$ cat config.mk
export PLATFORM = sky130hd
export DESIGN_NAME = uart_hex_framer_flat
export DESIGN_NICKNAME = d
export VERILOG_FILES = /design/src/rtl/uart_hex_framer_if.sv /design/src/rtl/uart_hex_framer.sv /design/src/flat_wrapper.sv
export SDC_FILE = /design/constraint.sdc
export NUM_CORES = 1
export LEC_CHECK = 0
export BUFFER_PORTS_ARGS = -buffer_cell sky130_fd_sc_hd__buf_2
export CORE_ASPECT_RATIO = 0.75
export CORE_MARGIN = 5
export CORE_UTILIZATION = 59
export CTS_BUF_LIST = sky130_fd_sc_hd__clkbuf_8
export CTS_CLUSTER_SIZE = 24
export DETAILED_ROUTE_END_ITERATION = 8
export GPL_TIMING_DRIVEN = 0
export PLACE_DENSITY = 0.95
export SETUP_SLACK_MARGIN = 0.1
export SYNTH_ARGS = -nofsm -noshare
export SYNTH_HDL_FRONTEND = slang
export SYNTH_SLANG_ARGS = --single-unit
$ cat constraint.sdc
create_clock -name clk -period 3.1 [get_ports clk]
set_clock_uncertainty 0.05 [all_clocks]
set_input_delay 0.465 -clock clk [delete_from_list [all_inputs] [get_ports clk]]
set_output_delay 0.465 -clock clk [all_outputs]
set_load 0.02 [all_outputs]
$ cat src/rtl/uart_hex_framer_if.sv
// uart_hex_framer_if: response-word handshake plus UART TX byte handshake
interface uart_hex_framer_if #(parameter int WIDTH = 16);
    logic [WIDTH-1:0] resp_data;
    logic             resp_valid;
    logic             resp_ready;
    logic [7:0]       data;
    logic             valid;
    logic             busy;
    logic             frame_active;
    modport master (output resp_data, resp_valid, busy, input resp_ready, data, valid, frame_active);
    modport slave  (input resp_data, resp_valid, busy, output resp_ready, data, valid, frame_active);
endinterface

$ cat src/rtl/uart_hex_framer.sv
// uart_hex_framer: serializes a response word as START_CHAR, uppercase hex digits, CR, LF; FRAMER_CHECKSUM_EN adds a two-digit byte-sum checksum before CR
module uart_hex_framer #(
    parameter int         WIDTH      = 16,
    parameter logic [7:0] START_CHAR = 8'h44
) (
    input logic              clk,
    input logic              rst,
    uart_hex_framer_if.slave bus
);
    localparam int N  = WIDTH / 4;
    localparam int CW = N > 1 ? $clog2(N) : 1;
`ifdef FRAMER_CHECKSUM_EN
    localparam int EW = 8 * ((WIDTH + 7) / 8);
    typedef enum logic [2:0] {IDLE, START, HEX, CSUM, CR, LF} state_t;
`else
    typedef enum logic [2:0] {IDLE, START, HEX, CR, LF} state_t;
`endif
    state_t           state_q, state_d;
    logic [WIDTH-1:0] word_q, word_d;
    logic [CW-1:0]    cnt_q, cnt_d;
    logic             gap_q;
    logic             accept, xfer;
    logic [7:0]       byte_c;

    function automatic logic [7:0] hex(input logic [3:0] n);
        return n < 4'd10 ? 8'h30 + {4'h0, n} : 8'h37 + {4'h0, n};
    endfunction

`ifdef FRAMER_CHECKSUM_EN
    logic [7:0] csum_q, csum_d;

    function automatic logic [7:0] byte_sum(input logic [WIDTH-1:0] w);
        logic [EW-1:0] e;
        logic [7:0]    s;
        e = EW'(w);
        s = 8'h00;
        for (int k = 0; k < EW / 8; k++) s = s + e[8*k +: 8];
        return s;
    endfunction
`endif

    assign accept           = bus.resp_valid && bus.resp_ready;
    assign xfer             = bus.valid && !bus.busy;
    assign bus.resp_ready   = state_q == IDLE;
    assign bus.frame_active = state_q != IDLE;
    assign bus.valid        = state_q != IDLE && !gap_q;
    assign bus.data         = byte_c;

    // state, shifting word register, digit counter and post-transfer gap flag
    always_ff @(posedge clk or posedge rst) begin
        if (rst) begin
            state_q <= IDLE;
            word_q  <= '0;
            cnt_q   <= '0;
            gap_q   <= 1'b0;
        end else begin
            state_q <= state_d;
            word_q  <= word_d;
            cnt_q   <= cnt_d;
            gap_q   <= xfer;
        end
    end

`ifdef FRAMER_CHECKSUM_EN
    // checksum captured alongside the word on accept
    always_ff @(posedge clk or posedge rst) begin
        if (rst) csum_q <= 8'h00;
        else     csum_q <= csum_d;
    end

    // checksum next-state: load on accept, otherwise hold
    always_comb begin
        csum_d = accept ? byte_sum(bus.resp_data) : csum_q;
    end
`endif

    // next-state and current byte; the top nibble of word_q is always the next digit
    always_comb begin
        state_d = state_q;
        word_d  = word_q;
        cnt_d   = cnt_q;
        byte_c  = 8'h00;
        case (state_q)
            IDLE: if (accept) begin
                state_d = START;
                word_d  = bus.resp_data;
                cnt_d   = '0;
            end
            START: begin
                byte_c = START_CHAR;
                if (xfer) state_d = HEX;
            end
            HEX: begin
                byte_c = hex(word_q[WIDTH-1 -: 4]);
                if (xfer) begin
                    word_d = word_q << 4;
                    cnt_d  = cnt_q == CW'(N - 1) ? '0 : cnt_q + CW'(1);
`ifdef FRAMER_CHECKSUM_EN
                    if (cnt_q == CW'(N - 1)) state_d = CSUM;
`else
                    if (cnt_q == CW'(N - 1)) state_d = CR;
`endif
                end
            end
`ifdef FRAMER_CHECKSUM_EN
            CSUM: begin
                byte_c = hex(cnt_q[0] ? csum_q[3:0] : csum_q[7:4]);
                if (xfer) begin
                    cnt_d   = cnt_q[0] ? '0 : CW'(1);
                    state_d = cnt_q[0] ? CR : CSUM;
                end
            end
`endif
            CR: begin
                byte_c = 8'h0D;
                if (xfer) state_d = LF;
            end
            LF: begin
                byte_c = 8'h0A;
                if (xfer) state_d = IDLE;
            end
            default: state_d = IDLE;
        endcase
    end
endmodule

$ cat src/flat_wrapper.sv
// flat-port wrapper written by rule: the top's interface ports become plain ports
module uart_hex_framer_flat 
#(
    parameter int         WIDTH      = 16,
    parameter logic [7:0] START_CHAR = 8'h44
)
  (clk, rst, bus_resp_data, bus_resp_valid, bus_busy, bus_resp_ready, bus_data, bus_valid, bus_frame_active);
  uart_hex_framer_if #(.WIDTH(WIDTH)) bus_i ();
  input logic clk;
  input logic rst;
  input wire logic [$bits(bus_i.resp_data)-1:0] bus_resp_data;
  input wire logic [$bits(bus_i.resp_valid)-1:0] bus_resp_valid;
  input wire logic [$bits(bus_i.busy)-1:0] bus_busy;
  output wire logic [$bits(bus_i.resp_ready)-1:0] bus_resp_ready;
  output wire logic [$bits(bus_i.data)-1:0] bus_data;
  output wire logic [$bits(bus_i.valid)-1:0] bus_valid;
  output wire logic [$bits(bus_i.frame_active)-1:0] bus_frame_active;
  assign bus_i.resp_data = bus_resp_data;
  assign bus_i.resp_valid = bus_resp_valid;
  assign bus_i.busy = bus_busy;
  assign bus_resp_ready = bus_i.resp_ready;
  assign bus_data = bus_i.data;
  assign bus_valid = bus_i.valid;
  assign bus_frame_active = bus_i.frame_active;
  uart_hex_framer #(.WIDTH(WIDTH), .START_CHAR(START_CHAR)) u_core (.clk(clk), .rst(rst), .bus(bus_i));
endmodule
---- Yosys cells after proc, flatten, opt, wreduce, memory -nomap -nowiden ----
Index checks and enable logic that the tools add are counted.
W data, S select, Z words.
cells by class
  add/subtract/negate cells ............... 3
  $mul .................................... 0
  divide/modulo/power cells ............... 0
  order comparisons ....................... 1
  equal/unequal tests ..................... 11
  shift-type cells ........................ 0
  multiplexer cells ....................... 16
  bitwise logic cells ..................... 0
  reductions and logical operators ........ 10
operator list
  cell                   number
  $mux W16               2
  $pmux W16 S2           1
  $pmux W8 S4            1
  $mux W3                6
  $pmux W3 S5            1
  $add A6 B4 Y7 const A  2
  $ne A2 B1 Y1 const B   5
  $mux W8                1
  $eq A3 B2 Y1 const B   2
  $mux W2                3
  $reduce_and A6 Y1      1
  $lt A4 B4 Y1 const B   1
  $pmux W2 S2            1
  $eq A3 B1 Y1 const B   1
  $eq A3 B3 Y1 const B   1
  $logic_and A1 B1 Y1    3
  $logic_not A3 Y1       1
  $reduce_and A3 Y1      1
  $reduce_bool A3 Y1     1
  $add A2 B1 Y2 const B  1
  $eq A2 B2 Y1 const B   1
  $logic_not A1 Y1       2
  $ne A2 B2 Y1 const B   1
  $reduce_bool A2 Y1     1
storage, ports and cells
  register bits ........................... 22
  bits in latches ......................... 0
  bits in writable memories ............... 0
  ROM bits ................................ 0
  input bits .............................. 20
  output and inout bits ................... 11
  logic and storage cells ................. 45
  memories ................................ 0

---- Logic depth before layout (Yosys ltp) ----
Gate-level depths: netlist of the first run.
  depth in word-level cells ............... 5
  depth in mapped cells ................... 5
  gate-level depth less buffers ........... 5

---- Least setup slack after synthesis of the first run ----
OpenSTA, ideal clock, no wires.
  path kind ............................... reg2out
  from .................................... register u_core.state_q[0]
  to ...................................... output port bus_data[1]
  data arrival time ....................... 1.545 ns
  path slack .............................. 1.040 ns
  cell stages (with the launch flop) ...... 5
  path buffers ............................ 1
  cell sequence ........................... dfrtp_1 clkbuf_1 nor2_1 nand2_1 o31ai_1
between the ends
  longest elaborated chain between the ends .. 2
  elaborated cells between the ends (all ways) .. 5
  classes of those cells .................. eq/ne: 4; mux: 1
RTL lines
  element                                     RTL line               RTL
  from (decl)                                 uart_hex_framer.sv:18  state_t state_q, state_d;
  from (signal assigned)                      uart_hex_framer.sv:57  state_q <= state_d;
  $eq A3 B3 Y1, or another cell as far along  uart_hex_framer.sv:83  case (state_q)
  $pmux W8 S4 (*)                             uart_hex_framer.sv:83
  to (decl)                                   flat_wrapper.sv:15     output wire logic [$bits(bus_i.data)-1:0] bus_data;
Every way passes the cells marked *; elsewhere a longest branch is shown, timed or not.

---- Final worst setup path of the first run ----
Ends and elaborated chain as after synthesis.

==> results of run 1 <==
[per-stage QoR]
step                utilization, %  power [mW]  setup slack [ns]  hold WS [ns]
global route                  75.3        1.85             0.461         0.379
detailed placement            71.8        1.46             0.952         0.428
finish                        75.3        1.72             0.622         0.289
floorplan                        -        1.21              1.04         0.402
CTS                           75.3        1.73             0.655         0.312
global placement              71.8        1.39              1.02         0.413
[cell usage after synthesis, drive strengths merged (3+ instances only)]
master and number:
buf 3, nor2b 6, o21ai 9, mux2 20, a31oi 4, nand2 7
dfrtp 22, clkbuf 5, mux2i 4, nor2 7, nand2b 3, inv 5
o2bb2ai 4, a21oi 4
[layer usage]
layer | GRT usage, % | vias up
li1 | - | 516
met1 | 24.9 | 491
met2 | 29.4 | 32
met3 | 6.47 | 4
met4 | 5.19 | 0
met5 | 0 | -
[flip-flops by register name, indices dropped and copies added (netlist names)]
register	cells
u_core.state_q	3
u_core.gap_q	1
u_core.word_q	16
u_core.cnt_q	2
[kinds of logic after synthesis]
kind of cell | after synthesis | share of synthesized area (%)
mux | 24 | 20.7
buf+inv | 13 | 4.78
other cells | 1 | 0.292
flops | 22 | 42.9
xor+xnor | 2 | 1.36
fa+ha+maj | 2 | 1.95
compound gates | 29 | 14.8
simple gates | 32 | 13.3
[power by group through the flow]
stage                     sequential (mW)  combinational, mW  clock, mW
after detailed placement            0.541              0.917          0
after CTS                           0.535              0.919      0.275
after global placement              0.523              0.867          0
final                               0.537              0.915      0.272
after floorplan                     0.501              0.704          0
after global routing                0.554               1.00      0.293
[path summary, 6_finish.rpt]
check	start	to	slack, ns
hold / removal	rst	u_core.word_q[6]	0.29
setup / recovery	u_core.state_q[0]	bus_data[1]	0.62
hold reg to reg	u_core.word_q[6]	u_core.word_q[6]	0.44
max in group asynchronous	rst	u_core.gap_q	2.20
setup reg to reg	u_core.state_q[0]	u_core.word_q[14]	1.28
min in group clk	bus_busy	u_core.gap_q	0.38
[final cells by class]
cell class	count	area share [%]
plain buffers	8	2.78
multi-input cells	90	43.9
repair buffers	29	9.48
well taps	24	1.96
flip-flops and latches	22	36.0
clock inverters	1	1.96
inverters	5	1.23
clock buffers	3	2.70
[worst max-delay path, cell delays in order (launching register included)]
cell      delay [ns]
dfrtp_1         0.37
clkbuf_1        0.20
nor2_1          0.48
nand2_1         0.17
o31ai_1         0.26
buf_2           0.20
[placed cells by master, fill, tap and decap left out, types with 2 or more instances in the layout]
cell type / n
mux2i_1: 4
nor2_1: 7
ha_1: 2
o2bb2ai_1: 4
clkbuf_8: 3
a31oi_1: 4
dfrtp_1: 22
o21ai_1: 3
inv_1: 5
nor2b_1: 6
o31ai_1: 2
nand2_1: 7
mux2_2: 10
nor3_1: 2
xnor2_1: 2
a21oi_1: 3
nand2b_1: 3
clkbuf_1: 5
buf_2: 30
o21ai_0: 6
mux2_1: 10
o22ai_1: 2
==> out/metrics.cfg, run 1 <==
[floorplan]
core_area_um2 = 2030
ios = 31
die_h_um = 50.4
dieArea_um2 = 3220
initial_utilization_pct = 63.2
rows = 14
die_w_um = 63.9

[drt]
postRouteWirelength_um = 2820
drc = 0
route.met2.wl_um = 1350
wl_met1_um = 1250
ant_nets = 0
drtIter0Drc = 63
first_pass_iters = 4
wl_met3_um = 199
highest_layer = met4
vias = 1043
via_per_inst = 5.73
wl_per_cell_um = 15.5

[critical_path]
r2r_cells = 5
crit_type = flip-flop to output port
critPathLaunchType = flip-flop
crit_fanout = 10
cp.arrival_ns = 1.96
crit_required_ns = 2.58
end_kind = output port

[logic_synthesis]
seq_area_frac_synth_pct = 42.9
async_flop_share_pct = 100
synth-edff-count = 0
avgSynthCellArea_um2 = 10.3
synth.area.top_cells = dfrtp_1 43%, mux2_1 8.8%, mux2_2 8.8%, mux2i_1 3.1%, nor2b_1 2.9%
synthDominantCellAreaShare_pct = 42.9
ys_seq_elements = 22
syn_area_um2 = 1280
syn-num-nets = 147
synth.largest_area_cell = dfrtp_1
synthCells = 125
synth_flop_cell = dfrtp_1
ys.warnings.count = 0
synthDistinctLibCells = 36

[power]
combPwrFrac_pct = 53.1
ir_worst_vdd_v = 0.000889
swShare_pct = 41.7
intPower_mw = 1.01
leakagePower_nw = 0.709
switchingPower_mw = 0.719
p_per_area_nw_per_um2 = 1130
seq_power_share_pct = 31.2
clkPwrFrac_pct = 15.8

[sta]
rsz0062_at_grt = no
hold_viol = 0
setup_viol = 0
min_period_ns = 2.48
max_clock_freq_mhz = 404
slew_viol_final = 0
worst_slew_pin_slew_ns = 0.818
totalNegativeSetupSlack_ns = 0
slew_headroom_pct = 45.4
min_period_over_period_pct = 79.9

[global_route]
grt_max_degree = 23
grt_usage_pct = 18.8
overflow = 0
antenna_found_initial = 0
grt_pass1_vias = 1020
grt_pass1_wl_um = 4760

[clock_network]
clock_latency_ns = 0.27
cts_made_buffers = 3
postCtsSetupBuffers = 0
ctsResizeCount = 0
htreeDepth = 1
cts_tree = yes
cts_hold_buf = 0
clkTransAtPathRegs_ns = 0.08
root_buffer = clkbuf_8
clockBufferDepth = 2
clock_sinks = 22

[finish]
nets = 181
stdcell_count = 182
drive_gt1_share_pct = 30.4
final-seq-area_um2 = 551
fillers = 137
n_antenna_cell = 0
multi_input_area_um2 = 672
area_growth_pct = 19.2
stdcell_area_um2 = 1530

[placed_design]
gp_congestion = 0.813
dp_hpwl_um = 2230
post_dp_cell_area_um2 = 1460
numPortBuffers = 29
placedCellCount = 178

[status]
status = completed

[hold_path]
hold_path_class = input port to asynchronous set/reset pin

[job]
max-cap-violations = 0

No activity file was read; power rests on OpenSTA's default activity.
==> inputs of run 2 (changes only) <==
- ABC_AREA: unset -> 1
- CORE_UTILIZATION: 59 -> 50
- PLACE_DENSITY: 0.95 -> 0.89
- clock period: 3.1 -> 2 ns (I/O delays scaled with it)
==> out/metrics.cfg, run 2 <==
[floorplan]
rows = 16
core_area_um2 = 2600
die_w_um = 70.0
die_h_um = 55.0
dieArea_um2 = 3850
initial_utilization_pct = 51.8
ios = 31

[placed_design]
numPortBuffers = 29
dp_hpwl_um = 2250
gp_congestion = 0.774

[hold_path]
hold_path_class = input port to asynchronous set/reset pin

[clock_network]
cts_made_buffers = 3
htreeDepth = 1
clock_latency_ns = 0.27
clkTransAtPathRegs_ns = 0.08
cts_tree = yes
root_buffer = clkbuf_8
clockBufferDepth = 2
cts_hold_buf = 0
clock_sinks = 22

[drt]
postRouteWirelength_um = 3210
drtIter0Drc = 59
ant_nets = 0
vias = 1281
drc = 0
wl_per_cell_um = 12.0
via_per_inst = 4.78
first_pass_iters = 4

[sta]
totalNegativeSetupSlack_ns = 0
setup_viol = 0
hold_viol = 0
max_clock_freq_mhz = 538
min_period_ns = 1.86
whs_ns = 0.142
rsz0062_at_grt = yes
worst_slew_pin_slew_ns = 0.853
slew_viol_final = 0
slew_headroom_pct = 43.1
min_period_over_period_pct = 93.0

[logic_synthesis]
synth.largest_area_cell = dfrtp_1
syn-num-nets = 214
seq_area_frac_synth_pct = 40.8
avgSynthCellArea_um2 = 7.02
synthCells = 192
synthDominantCellAreaShare_pct = 40.8
yosysMostFrequentCell = nand2_1
async_flop_share_pct = 100
synthDistinctLibCells = 25
netlist_top_cells_count = 101 x nand2_1, 22 x dfrtp_1, 16 x inv_1
synth.area.top_cells = dfrtp_1 41%, nand2_1 28%, inv_1 4.5%, nand2_2 3.2%, nor2_1 2.5%
syn_area_um2 = 1350
synth_flop_cell = dfrtp_1
synth-edff-count = 0
ys.warnings.count = 0
ys_seq_elements = 22

[global_route]
grt_pass1_vias = 1174
grt_pass1_wl_um = 5150
grt_max_degree = 23
antenna_found_initial = 0
overflow = 0
grt_usage_pct = 16.8

[finish]
area_growth_pct = 26.7
final_common_cell = nand2_1
drive_gt1_share_pct = 28.9
nets = 255
n_antenna_cell = 0
layout_common_cells = 101 x nand2_1, 29 x buf_2, 22 x dfrtp_1, 14 x inv_1, 9 x buf_4
top_regs = u_core.word_q (16), u_core.state_q (3), u_core.cnt_q (2)
largest_reg_flops = 16
largest_register = u_core.word_q

[power]
p_per_area_nw_per_um2 = 1980
leakagePower_nw = 1.03
ir_worst_vdd_v = 0.000945

[status]
status = completed

[critical_path]
critPathLaunchType = flip-flop
crit_required_ns = 1.65
crit_fanout = 10
cp.arrival_ns = 1.51
end_kind = output port
crit_type = flip-flop to output port

[job]
max-cap-violations = 0

-- run 2: kinds of logic after synthesis --
group | Yosys count | share of synthesized area [%]
adders and majority gates | 2 | 1.85
DFF | 22 | 40.8
and+or+nand+nor | 133 | 43.7
other | 1 | 0.278
buffers and inverters | 25 | 9.00
AOI/OAI and AO/OA | 9 | 4.36
-- run 2: final timing paths --
kind                                    from           endpoint  slack (ns)  cells after the start
hold / removal                           rst   u_core.word_q[0]        0.14                      2
hold reg to reg             u_core.word_q[9]   u_core.word_q[9]        0.43                      2
setup / recovery           u_core.state_q[1]        bus_data[3]        0.14                      8
min in group clk            bus_resp_data[3]   u_core.word_q[3]        0.22                      3
setup reg to reg           u_core.state_q[1]    u_core.cnt_q[1]        0.28                      9
max in group asynchronous                rst  u_core.word_q[13]        1.23                      2
-- run 2: through the flow --
step           setup slack (ns)  total power [mW]  area (µm²)  util, %  cells
2_1_floorplan             0.141              2.23        1350        -    192
3_3_place_gp              0.164              2.61        1540     59.1    257
3_5_place_dp              0.165              2.68        1540     59.1    257
4_1_cts                  0.0630              3.15        1630     62.6    262
5_1_grt                  0.0301              3.67        1710     65.7    268
6_report                  0.141              3.38        1710     65.7    268
-- run 2: area by class of cell --
cell class | count | area [µm²]
fillers | 239 | 893
multi-input cells | 145 | 698
flip-flops and latches | 22 | 551
repair buffers | 37 | 220
inverters | 18 | 70.1
plain buffers | 6 | 53.8
well taps | 36 | 45.0
clock buffers | 3 | 41.3
clock inverters | 1 | 30.0
-- run 2: repair_timing --
item                                    CTS  global route
pin swaps                                 0             4
endpoints found under the setup margin    6             7
gates cloned                              0             0
setup buffers                             2             6
gates resized for setup                   4             9
-- run 2: critical path, cell delays in order (launching register included) --
cell and delay, ns:
dfrtp_1 0.38, inv_2 0.10, nor2_4 0.12, nand2_2 0.11, buf_6 0.16, nor2_1 0.12
nand2_1 0.06, nand2_1 0.05, buf_2 0.15
-- run 2: power by group --
group          leakage, nW  switching (mW)  internal (mW)
clock               0.0357           0.155          0.268
sequential           0.276           0.135          0.669
combinational        0.719            1.34          0.814
total                 1.03            1.63           1.75
-- run 2: per-layer routing --
metal	global-route usage, %	part of all wire, %	vias up	wire length, µm
met5	0	0	-	0
met2	30.3	48	35	1540
li1	-	-	658	-
met1	21.5	46	585	1470
met3	3.79	5.2	3	167
met4	2.87	0.69	0	22
==> inputs of run 3 (changes only) <==
- PLACE_DENSITY: 0.89 -> unset
- PLACE_DENSITY_LB_ADDON: unset -> 0.08
==> out/metrics.cfg, run 3 (synthesis results as in run 2) <==
[status]
status = completed

[sta]
worst_slew_pin_slew_ns = 0.843
slew_viol_final = 0
min_period_over_period_pct = 90.9
slew_headroom_pct = 43.8
setup_viol = 0
min_period_ns = 1.82
whs_ns = 0.142
rsz0062_at_grt = no
totalNegativeSetupSlack_ns = 0
hold_viol = 0
max_clock_freq_mhz = 550

[global_route]
antenna_found_initial = 0
grt_pass1_vias = 1219
grt_max_degree = 23
grt_usage_pct = 17.3
overflow = 0
grt_pass1_wl_um = 5250

[floorplan]
dieArea_um2 = 3850
rows = 16
ios = 31
die_w_um = 70.0
core_area_um2 = 2600
die_h_um = 55.0
initial_utilization_pct = 51.8

[finish]
largest_register = u_core.word_q
n_antenna_cell = 0
drive_gt1_share_pct = 29.6
top_regs = u_core.word_q (16), u_core.state_q (3), u_core.cnt_q (2)
nets = 253
final_common_cell = nand2_1
area_growth_pct = 26.2
fillers = 238
layout_common_cells = 100 x nand2_1, 27 x buf_2, 21 x dfrtp_1, 14 x inv_1, 10 x buf_4
largest_reg_flops = 16

[critical_path]
crit_required_ns = 1.65
cp.arrival_ns = 1.47
critPathLaunchType = flip-flop
slowest_delay_ns = 0.46
end_kind = output port
crit_type = flip-flop to output port
crit_path_cell_trace = nor2_4, nand2_4, buf_8, nor2_2, nand2_1, nand2_1, buf_4
crit_slowest_cell = dfrtp_2
cpMostUsedCell = nand2_1
crit_fanout = 10

[clock_network]
root_buffer = clkbuf_8
clock_latency_ns = 0.26
cts_tree = yes
cts_hold_buf = 0
clkTransAtPathRegs_ns = 0.08
htreeDepth = 1
cts_made_buffers = 3
clock_sinks = 22
clockBufferDepth = 2

[drt]
drc = 0
via_per_inst = 4.83
ant_nets = 0
wl_per_cell_um = 11.2
drtIter0Drc = 61
postRouteWirelength_um = 2990
first_pass_iters = 4
vias = 1284

[placed_design]
dp_hpwl_um = 2210
numPortBuffers = 29
gp_congestion = 0.767

[job]
max-cap-violations = 0

[power]
ir_worst_vdd_v = 0.000908
p_per_area_nw_per_um2 = 1930
leakagePower_nw = 1.02

[hold_path]
hold_path_class = input port to asynchronous set/reset pin

-- run 3: changes by cell type in the layout (fill, tap and decap cells not counted), sizes merged --
cell  previous run  this run
buf             42        40
-- run 3: final timing paths --
path | startpoint | endpoint | slack (ns) | cells past startpoint
min in group clk | bus_resp_data[2] | u_core.word_q[2] | 0.24 | 3
max in group asynchronous | rst | u_core.state_q[2] | 1.18 | 2
max reg2reg | u_core.state_q[0] | u_core.word_q[5] | 0.32 | 8
min | rst | u_core.word_q[1] | 0.14 | 2
min reg2reg | u_core.word_q[10] | u_core.word_q[10] | 0.43 | 2
max | u_core.state_q[2] | bus_data[3] | 0.18 | 7
-- run 3: per-layer routing --
metal / up-vias / track usage, % / part of all wire, %
met5: - / 0 / 0
met4: 0 / 4.14 / 0.87
met3: 4 / 4.69 / 5.4
met2: 33 / 32.4 / 49
met1: 589 / 20.4 / 45
li1: 658 / - / -
-- run 3: stage by stage --
step	setup slack [ns]	instances	util (%)	power [mW]	instance area [µm²]
5_1_grt	0.0826	266	65.4	3.61	1700
3_5_place_dp	0.133	257	59.1	2.68	1540
6_report	0.183	266	65.4	3.29	1700
2_1_floorplan	0.141	192	-	2.23	1350
3_3_place_gp	0.154	257	59.1	2.62	1540
4_1_cts	0.0966	261	62.8	3.15	1630
-- run 3: critical path: cells and delay by family (launching register included) --
kind	cells	cell delay [ns]
flops	1	0.46
simple gates	5	0.45
buf+inv	2	0.28
-- run 3: layout make-up --
type	instances	area [µm²]	area share, %
Buffer	6	57.6	3.38
Clock buffer	3	41.3	2.43
Clock inverter	1	30.0	1.76
Inverter	18	70.1	4.12
Multi-Input combinational cell	145	708	41.6
Sequential cell	22	552	32.4
Tap cell	36	45.0	2.65
Timing Repair Buffer	35	198	11.6
-- run 3: repair_timing --
item / 4_1_cts / 5_1_grt
setup buffers: 1 / 5
resized for setup: 6 / 14
setup endpoints to repair: 6 / 6
pin swaps: 1 / 2
-- run 3: where the power goes --
| group | switching (mW) | internal [mW] |
|---|---|---|
| combinational | 1.29 | 0.768 |
| clock | 0.147 | 0.267 |
| sequential | 0.143 | 0.671 |
| total | 1.58 | 1.71 |
